[src/rtl/lsu_pkg.sv]
// Shared types and constants for the load/store misalignment splitter.
package lsu_pkg;

  localparam int unsigned LSU_LANES = 4;

  typedef enum logic [1:0] {
    LSU_BYTE = 2'b00,
    LSU_HALF = 2'b01,
    LSU_WORD = 2'b10
  } size_e;

  typedef enum logic [1:0] {
    IDLE,
    BEAT0,
    BEAT1,
    RESP
  } state_e;

endpackage

[src/rtl/lsu_lane_align.sv]
// Byte-lane math for one access: lane mask, split detect, store shift, load merge/extend.
module lsu_lane_align
  import lsu_pkg::*;
(
  input  logic [1:0]             off,
  input  logic [1:0]             size,
  input  logic [31:0]            wdata,
  input  logic [63:0]            rdata64,
  input  logic                   uns,
  output logic [2*LSU_LANES-1:0] m8,
  output logic                   split,
  output logic [63:0]            wd64,
  output logic [31:0]            ld_data
);

  logic [2*LSU_LANES-1:0] nmask;
  logic [5:0]             shamt;
  logic [31:0]            r;

  always_comb begin
    nmask   = 8'h0F;
    ld_data = '0;
    shamt   = {1'b0, off, 3'b000};
    r       = 32'(rdata64 >> shamt);
    unique case (size_e'(size))
      LSU_BYTE: begin
        nmask   = 8'h01;
        ld_data = {{24{~uns & r[7]}}, r[7:0]};
      end
      LSU_HALF: begin
        nmask   = 8'h03;
        ld_data = {{16{~uns & r[15]}}, r[15:0]};
      end
      default: begin
        nmask   = 8'h0F;
        ld_data = r;
      end
    endcase
    m8    = nmask << off;
    split = |m8[2*LSU_LANES-1:LSU_LANES];
    wd64  = {32'b0, wdata} << shamt;
  end

endmodule

[src/rtl/lsu_misalign_split.sv]
// Load/store splitter: issues one or two word-aligned bus beats per access and merges loads.
module lsu_misalign_split
  import lsu_pkg::*;
(
  input  logic        clk,
  input  logic        rst_n,
  input  logic        lsu_req_i,
  input  logic        lsu_we_i,
  input  logic [1:0]  lsu_size_i,
  input  logic        lsu_unsigned_i,
  input  logic [31:0] lsu_addr_i,
  input  logic [31:0] lsu_wdata_i,
  output logic [31:0] lsu_rdata_o,
  output logic        lsu_done_o,
  output logic        stall_lsu_o,
  output logic        misalign_o,
  output logic        dbus_req_o,
  output logic        dbus_we_o,
  output logic [31:0] dbus_addr_o,
  output logic [31:0] dbus_wdata_o,
  output logic [3:0]  dbus_sel_o,
  input  logic        dbus_ack_i,
  input  logic [31:0] dbus_rdata_i
);

  state_e      state;
  logic [31:0] req_addr;
  logic [1:0]  req_size;
  logic        req_we;
  logic [31:0] req_wdata;
  logic        req_uns;
  logic [31:0] lo;
  logic [31:0] hi;
  logic        rst_hold;

  logic [7:0]  m8;
  logic        split;
  logic [63:0] wd64;
  logic [31:0] ld_data;
  logic [31:0] base_addr;

  lsu_lane_align u_align (
    .off     (req_addr[1:0]),
    .size    (req_size),
    .wdata   (req_wdata),
    .rdata64 ({hi, lo}),
    .uns     (req_uns),
    .m8      (m8),
    .split   (split),
    .wd64    (wd64),
    .ld_data (ld_data)
  );

  assign base_addr = {req_addr[31:2], 2'b00};

  // rst_hold keeps the first post-reset cycle quiet even if the pipeline still holds a request.
  always_ff @(posedge clk) begin
    if (!rst_n) begin
      state     <= IDLE;
      req_addr  <= '0;
      req_size  <= '0;
      req_we    <= 1'b0;
      req_wdata <= '0;
      req_uns   <= 1'b0;
      lo        <= '0;
      hi        <= '0;
      rst_hold  <= 1'b1;
    end else begin
      rst_hold <= 1'b0;
      unique case (state)
        IDLE: begin
          if (lsu_req_i && !rst_hold) begin
            req_addr  <= lsu_addr_i;
            req_size  <= lsu_size_i;
            req_we    <= lsu_we_i;
            req_wdata <= lsu_wdata_i;
            req_uns   <= lsu_unsigned_i;
            state     <= BEAT0;
          end
        end
        BEAT0: begin
          if (dbus_ack_i) begin
            lo    <= dbus_rdata_i;
            state <= split ? BEAT1 : RESP;
          end
        end
        BEAT1: begin
          if (dbus_ack_i) begin
            hi    <= dbus_rdata_i;
            state <= RESP;
          end
        end
        RESP:    state <= IDLE;
        default: state <= IDLE;
      endcase
    end
  end

  always_comb begin
    lsu_rdata_o  = '0;
    lsu_done_o   = 1'b0;
    stall_lsu_o  = 1'b0;
    misalign_o   = 1'b0;
    dbus_req_o   = 1'b0;
    dbus_we_o    = 1'b0;
    dbus_addr_o  = '0;
    dbus_wdata_o = '0;
    dbus_sel_o   = '0;
    unique case (state)
      IDLE: stall_lsu_o = lsu_req_i & ~rst_hold;
      BEAT0: begin
        stall_lsu_o  = 1'b1;
        misalign_o   = split;
        dbus_req_o   = 1'b1;
        dbus_we_o    = req_we;
        dbus_addr_o  = base_addr;
        dbus_sel_o   = m8[3:0];
        dbus_wdata_o = wd64[31:0];
      end
      BEAT1: begin
        stall_lsu_o  = 1'b1;
        misalign_o   = split;
        dbus_req_o   = 1'b1;
        dbus_we_o    = req_we;
        dbus_addr_o  = base_addr + 32'd4;
        dbus_sel_o   = m8[7:4];
        dbus_wdata_o = wd64[63:32];
      end
      RESP: begin
        lsu_done_o  = 1'b1;
        misalign_o  = split;
        lsu_rdata_o = req_we ? '0 : ld_data;
      end
      default: ;
    endcase
  end

endmodule

[config.mk]
export PLATFORM = sky130hd
export DESIGN_NAME = lsu_misalign_split
export DESIGN_NICKNAME = d
export VERILOG_FILES = /design/src/rtl/lsu_pkg.sv /design/src/rtl/lsu_lane_align.sv /design/src/rtl/lsu_misalign_split.sv
export SDC_FILE = /design/constraint.sdc
export NUM_CORES = 1
export LEC_CHECK = 0
export BUFFER_PORTS_ARGS = -buffer_cell sky130_fd_sc_hd__buf_2
export CAP_MARGIN = 5
export CORE_ASPECT_RATIO = 0.5
export CORE_MARGIN = 3
export CORE_UTILIZATION = 45
export DETAILED_ROUTE_END_ITERATION = 7
export PLACE_DENSITY_LB_ADDON = 0.08
export SLEW_MARGIN = 30
export SYNTH_ARGS = -nofsm -noshare
export SYNTH_HDL_FRONTEND = slang
export SYNTH_HIERARCHICAL = 1
export SYNTH_SLANG_ARGS = --single-unit
[constraint.sdc]
create_clock -name clk -period 3.58 [get_ports clk]
set_input_delay 0.358 -clock clk [delete_from_list [all_inputs] [get_ports clk]]
set_output_delay 0.358 -clock clk [all_outputs]
set_load 0.005 [all_outputs]
======== After elaboration in Yosys (flattened, before gate mapping) ========
Cells that the tools add are included.
cells by class
  $add $sub $neg .......................... 1
  eq/ne operators ......................... 7
  shift-type cells ........................ 3
  muxes and demuxes ....................... 18
  bitwise logic cells ..................... 5
  reduce and logical (&&, ||, !) cells .... 11
operators with widths
  kind                                                                   number
  32-bit case mux with 2 select lines                                    3
  32-bit 2-to-1 mux                                                      2
  32-bit by 5-bit left shift with 64-bit output                          1
  64-bit by 5-bit right shift with 32-bit output                         1
  32-bit by 3-bit adder with 32-bit output, second input constant        1
  4-bit case mux with 2 select lines                                     2
  2-bit case mux with 4 select lines                                     1
  4-bit by 2-bit left shift with 8-bit output                            1
  1-bit 2-to-1 mux                                                       6
  2-bit 2-to-1 mux                                                       3
  2-bit != test, second input constant                                   3
  2-bit AND reduction                                                    3
  2-bit by 1-bit equality test with 1-bit output, second input constant  2
  2-bit equality test, second input constant                             2
  2-bit zero test                                                        2
  4-bit OR reduction                                                     1
  1-bit bitwise AND                                                      3
  3-bit AND reduction                                                    1
  3-bit OR reduction                                                     1
  1-bit NOT                                                              2
  1-bit case mux with 2 select lines                                     1
  2-bit OR reduction                                                     1
  1-bit logical AND                                                      1
  1-bit zero test                                                        1
storage, ports and cells
  register bits after elaboration ......... 135
  bits of input ports ..................... 104
  logic and storage cells ................. 54

======== Depth between registers and ports, before layout ========
Gate-level depths: netlist (run 1).
  depth in word-level cells ............... 7
  gate-level depth with buffers ........... 9

======== Hierarchy ========
The synthesis (run 1) kept the hierarchy.
by module, submodules not included
  module              times used  cells each  area an instance (µm²)  seq. area each (µm²)
  lsu_misalign_split  1           903         6,463.7                 2,702.6
  lsu_lane_align      1           259         1,880.6                 0.0

======== Least setup slack after synthesis (run 1) ========
Ideal clock, no wire load.
  path kind ............................... reg2out
  start point ............................. register req_addr[2]
  end point ............................... output port dbus_addr_o[30]
  data arrival time ....................... 2.234 ns
  slack ................................... 0.988 ns
  stages on the path, launching flop included .. 7
  path through ............................ dfxtp_1 > ha_1 > nand4_2 > or4_4 > or3_4 > or4_1 > nand3_1
on the way
  word-level cells in the longest chain between the ends .. 2
RTL lines
  element                                   RTL line                   text
  start: declaration                        lsu_misalign_split.sv:27   logic [31:0] req_addr;
  start signal: assignment                  lsu_misalign_split.sv:73   req_addr <= lsu_addr_i;
  32-bit by 3-bit adder with 32-bit output  lsu_misalign_split.sv:125  dbus_addr_o = base_addr + 32'd4;
  32-bit case mux with 2 select lines       lsu_misalign_split.sv:109  unique case (state)
  end: declaration                          lsu_misalign_split.sv:19   output logic [31:0] dbus_addr_o,
No other way between the ends.

======== Worst setup path in the final report (run 1) ========
Ends and elaborated chain as after synthesis.

==> summary.md, run 1 <==
| Metric | Value |
|---|---|
| Hold buffer count at CTS | 0 |
| Hold Path Cell Cnt | 3 |
| CP startpoint kind | flop |
| Placer Congestion | 0.873 |
| H-tree Lvls | 4 |
| Most frequent cells in the layout | nand2_1, buf_2, a21oi_1 |
| Max Cap Viol | 0 |
| Slew @ Worst Pin | 0.993 ns |
| First-pass GRT wire length | 41800 um |
| Critical Path AT | 2.96 ns |
| Period utilization | 0.926 |
| Total GRT Usage | 0.263 |
| FF-to-FF Start | state[0] |
| Nets | 1383 |
| Outcome | finished, final reports clean |
| Vias in the first global route | 8102 |
| Core Region | 17000 um2 |
| Clk_skew | 0.00748 ns |
| Pwr/cell area | 537 nW/um2 |
| Worst VDD drop | 0.393 mV |
| Reg clk slew, reported paths | 0.06 ns |
| Share of post-route cells with drive strength above 1 | 0.236 |
| Post-DP HPWL | 18000 um |
| Worst-skew pair later-pin latency | 0.43 ns |
| Critical register-to-register path endpoint | hi[6] |
| F_max | 302 MHz |
| Largest net degree at the start of global routing | 57 |
| Port bufs | 206 |
| Switching share of power | 0.382 |
| Worst Reg-to-Reg Cells | 6 |
| DR DRC count | 0 |
| Crit path max fanout | 7 |
| Final-layout fill cell count | 1670 |
| CP Class | flop to primary output |
| Vias per Instance | 5.68 |
| Rows | 33 |
| Root Buffer | clkbuf_16 |
| Crit path time final | 3.31 ns |
| Initial DRT Pass Iterations | 5 |
| Leak | 3.89 nW |
| Starting Density | 0.476 |
| Final ANT Viol Nets | 0 |
| Initial antenna violation count | 3 |
| Syn avg cell area | 7.15 um2 |
| Final Hold Vio Count | 0 |
| Mapped Area | 8080 um2 |
| Crit-path slowest cell | or4_4 |
| GR Overflow Total | 0 |
| Chip Height | 101 um |
| RSZ-0062 raised after global routing | false |
| Clock Power Share | 0.347 |
| Die Wd | 196 um |
| Synth-to-Final Area Change | 19.7% |
| Avg WL per Cell | 17.5 um |
| CTS tree | built |
| Register share of total power | 0.340 |
| # resized after CTS | 0 |
| Max Slew Vio Count | 0 |
| R2r setup slk | 1.11 ns |
| Commonest non-fill, non-tap cell in the layout | nand2_1 |
| Pint | 3.21 mW |
| Data required time at the worst endpoint | 3.22 ns |
| Hold EP | req_addr[5] |
| Final core occ | 0.570 |
| Crit-path cells | ha_1 > nand4_2 > or4_4 > or3_4 > or4_1 > nand3_1 > buf_2 |
| Num Clock Sinks | 127 |
| Die footprint | 19700 um2 |
| CP Capture Type | primary output |
| Hold Path Class | primary input to flop |
| Worst hold slack | 0.166 ns |
| Logic pwr share | 0.313 |
| Max incr delay on CP | 0.61 ns |
| # setup viols final | 0 |
| Hold Startpoint | lsu_addr_i[5] |
| I/O pin cnt | 209 |
| Num CTS Buffers | 17 |
| Via count | 8599 |
| Setup_tns | 0 ns |
| P_sw | 1.98 mW |
| Post-CTS Setup Inserts | 0 |
| Max_slew headroom | 0.336 |
| Total wire length | 26400 um |
| Yosys warnings | 6 |
| Clock Tree Buf Depth | 2 |
| DRT iter0 DRCs | 496 |
| Antenna Cells | 0 |
| Synthesized instance count | 1130 |
worst max-delay path by stage:
stage                 from              end  slack [ns]  cells after the start
6_report       req_addr[2]  dbus_addr_o[30]        0.27                      7
5_1_grt        req_addr[2]  dbus_addr_o[30]         0.1                      7
4_1_cts        req_addr[2]  dbus_addr_o[30]        0.27                      7
3_5_place_dp   req_addr[2]  dbus_addr_o[30]        0.71                      7
3_3_place_gp   req_addr[2]  dbus_addr_o[30]        0.76                      7
2_1_floorplan  req_addr[2]  dbus_addr_o[30]        0.99                      6
metal layers:
metal	part of all wire	up-vias	wire length, um	track usage
met5	0.0016	-	41	0
met4	0.018	6	479	0.0859
met3	0.081	44	2150	0.0624
met2	0.46	347	12300	0.439
met1	0.43	4052	11500	0.341
li1	-	4150	-	-
registers in the layout (all words and copies together) (netlist names):
register and cells:
req_size 2, req_uns 1, req_addr 32, state 2, hi 24, req_wdata 32
req_we 1, lo 32, rst_hold 1
metrics by stage:
step	cell area (um2)	total power, mW	instances	setup WS, ns
floorplan	8120	2.91	1139	0.988
global placement	9070	3.37	1481	0.764
detailed placement	9070	3.41	1481	0.715
CTS	9680	5.21	1513	0.265
global route	9680	5.48	1513	0.0994
finish	9680	5.20	1513	0.266
cell type report:
class	count	area, um2	area share
Multi-Input combinational cell	887	4980	0.514
Sequential cell	127	2550	0.263
Timing Repair Buffer	229	1220	0.126
Clock buffer	21	482	0.0498
Tap cell	227	284	0.0293
Clock inverter	11	130	0.0134
Inverter	11	42.5	0.00440
critical path, delay by kind of cell (launching register included):
kind	cells	cell delay, ns
DFF	1	0.42
buffers and inverters	1	0.12
adders and majority gates	1	0.30
and+or+nand+nor	5	1.69
power groups by stage:
stage	Sequential [mW]	Clock (mW)	Combinational, mW
after global placement	1.78	0	1.59
final	1.76	1.80	1.63
after detailed placement	1.79	0	1.62
after CTS	1.76	1.82	1.63
after global routing	1.79	1.88	1.81
after floorplan	1.71	0	1.20
No activity file was read; power rests on OpenSTA's default activity.
==> inputs of run 2 (changes only) <==
--- a/config.mk
+++ b/config.mk
@@ -9,9 +9,10 @@
 export CAP_MARGIN = 5
 export CORE_ASPECT_RATIO = 0.5
 export CORE_MARGIN = 3
-export CORE_UTILIZATION = 45
+export CORE_UTILIZATION = 40
 export DETAILED_ROUTE_END_ITERATION = 7
 export PLACE_DENSITY_LB_ADDON = 0.08
+export REMOVE_ABC_BUFFERS = 1
 export SLEW_MARGIN = 30
 export SYNTH_ARGS = -nofsm -noshare
 export SYNTH_HDL_FRONTEND = slang
==> run 2 against run 1 <==
  * Core utilization down 7.7 points
  * Sequential power barely moved
  * Final area increased by 0.12%
==> summary.md, run 2 (synthesis gave the netlist of run 1 again) <==
| Metric | Value |
|---|---|
| Outcome | finished, final reports clean |
| Slew @ Worst Pin | 0.838 ns |
| Max Slew Vio Count | 0 |
| CP Capture Type | primary output |
| Crit path max fanout | 7 |
| Setup_tns | 0 ns |
| Leak | 3.86 nW |
| Switching share of power | 0.380 |
| Max_slew headroom | 0.442 |
| Core Region | 19600 um2 |
| Top Registers | lo x32, req_addr x32, req_wdata x32 |
| Worst-skew pair later-pin latency | 0.43 ns |
| Vias per Instance | 5.46 |
| Worst slack, placed | 0.729 ns |
| First-pass GRT wire length | 41500 um |
| Post-CTS Setup Inserts | 0 |
| Critical Path AT | 2.94 ns |
| DRT iter0 DRCs | 502 |
| I/O pin cnt | 209 |
| Crit-path cells | ha_1 > nand4_2 > or4_4 > or3_4 > or4_1 > nand3_1 > buf_2 |
| Worst VDD drop | 0.320 mV |
| Max Cap Viol | 0 |
| Final worst setup slack | 0.278 ns |
| Num CTS Buffers | 17 |
| Total GRT Usage | 0.230 |
| Rows | 36 |
| Data required time at the worst endpoint | 3.22 ns |
| GR Overflow Total | 0 |
| # setup viols final | 0 |
| H-tree Lvls | 4 |
| Via count | 8469 |
| DR DRC count | 0 |
| Register share of total power | 0.347 |
| Vias in the first global route | 8084 |
| Commonest non-fill, non-tap cell in the layout | nand2_1 |
| Cell Area, Placed | 9130 um2 |
| Synth-to-Final Area Change | 19.9% |
| Period utilization | 0.922 |
| Clk_skew | 0.00783 ns |
| Max incr delay on CP | 0.60 ns |
| Root Buffer | clkbuf_16 |
| Hold buffer count at CTS | 0 |
| CP Class | flop to primary output |
| F_max | 303 MHz |
| Most frequent cells in the layout | nand2_1, buf_2, a21oi_1 |
| Avg WL per Cell | 16.6 um |
| Crit path time final | 3.30 ns |
| Design area | 9690 um2 |
| Chip Height | 107 um |
| CP startpoint kind | flop |
| Reg clk slew, reported paths | 0.06 ns |
| Initial antenna violation count | 2 |
| Final ANT Viol Nets | 0 |
| Clock Tree Buf Depth | 2 |
| RSZ-0062 raised after global routing | false |
| P_sw | 1.94 mW |
| Antenna Cells | 0 |
| Share of post-route cells with drive strength above 1 | 0.232 |
| Initial DRT Pass Iterations | 6 |
| # resized after CTS | 0 |
| Post-DP HPWL | 17100 um |
| Crit-path slowest cell | or4_4 |
| Num Clock Sinks | 127 |
| Final Hold Vio Count | 0 |
| CTS tree | built |
| Hold Path Class | primary input to flop |
| Pwr/cell area | 526 nW/um2 |
| Total wire length | 25700 um |
| Placed cells | 1520 |
| Die Wd | 207 um |
| Logic pwr share | 0.319 |
| Placer Congestion | 0.820 |
| Pint | 3.17 mW |
| Starting Density | 0.412 |
| Largest net degree at the start of global routing | 77 |
| Nets | 1383 |
| Die footprint | 22100 um2 |
| Clock Power Share | 0.334 |
| Fin cells | 1551 |
| Port bufs | 206 |
-- run 2: worst max-delay path: cells and delay by family, from the launching register on --
kind | cells | cell delay (ns)
flip-flops | 1 | 0.42
buffers and inverters | 1 | 0.11
AND/OR/NAND/NOR | 5 | 1.68
adder cells (fa/ha/maj) | 1 | 0.30
-- run 2: routing by layer --
| layer | track usage | vias up | wire, um |
|---|---|---|---|
| met3 | 0.0457 | 40 | 1220 |
| met2 | 0.405 | 232 | 12400 |
| met5 | 0 | - | 27 |
| met4 | 0.0711 | 4 | 444 |
| met1 | 0.286 | 4036 | 11600 |
| li1 | - | 4157 | - |
-- run 2: final cells by class --
class,count,area (um2)
inverters,11,43.8
clock buffers,25,475
repair buffers,229,1230
well taps,266,333
flip-flops and latches,127,2550
multi-input cells,887,4980
fillers,2041,9950
clock inverters,6,85.1
-- run 2: power groups by stage --
stage,Sequential [mW],Combinational (mW),Clock (mW)
final,1.77,1.63,1.70
after detailed placement,1.80,1.63,0
after global routing,1.80,1.81,1.79
after CTS,1.77,1.63,1.74
after floorplan,1.78,0.997,0
after global placement,1.79,1.59,0
-- run 2: path summary, 6_finish.rpt --
path	cells after the start	end	slack, ns	startpoint
worst min-delay path	3	req_addr[25]	0.16	lsu_addr_i[25]
worst min register to register	2	lo[3]	0.45	lo[3]
worst max-delay path	7	dbus_addr_o[30]	0.28	req_addr[2]
worst max register to register	8	state[0]	1.34	state[0]
-- run 2: stage by stage --
step | utilization | hold WS, ns | total power [mW]
floorplan | - | 0.433 | 2.78
global placement | 0.465 | 0.441 | 3.39
detailed placement | 0.465 | 0.448 | 3.43
CTS | 0.493 | 0.146 | 5.14
global route | 0.493 | 0.152 | 5.41
finish | 0.493 | 0.160 | 5.10
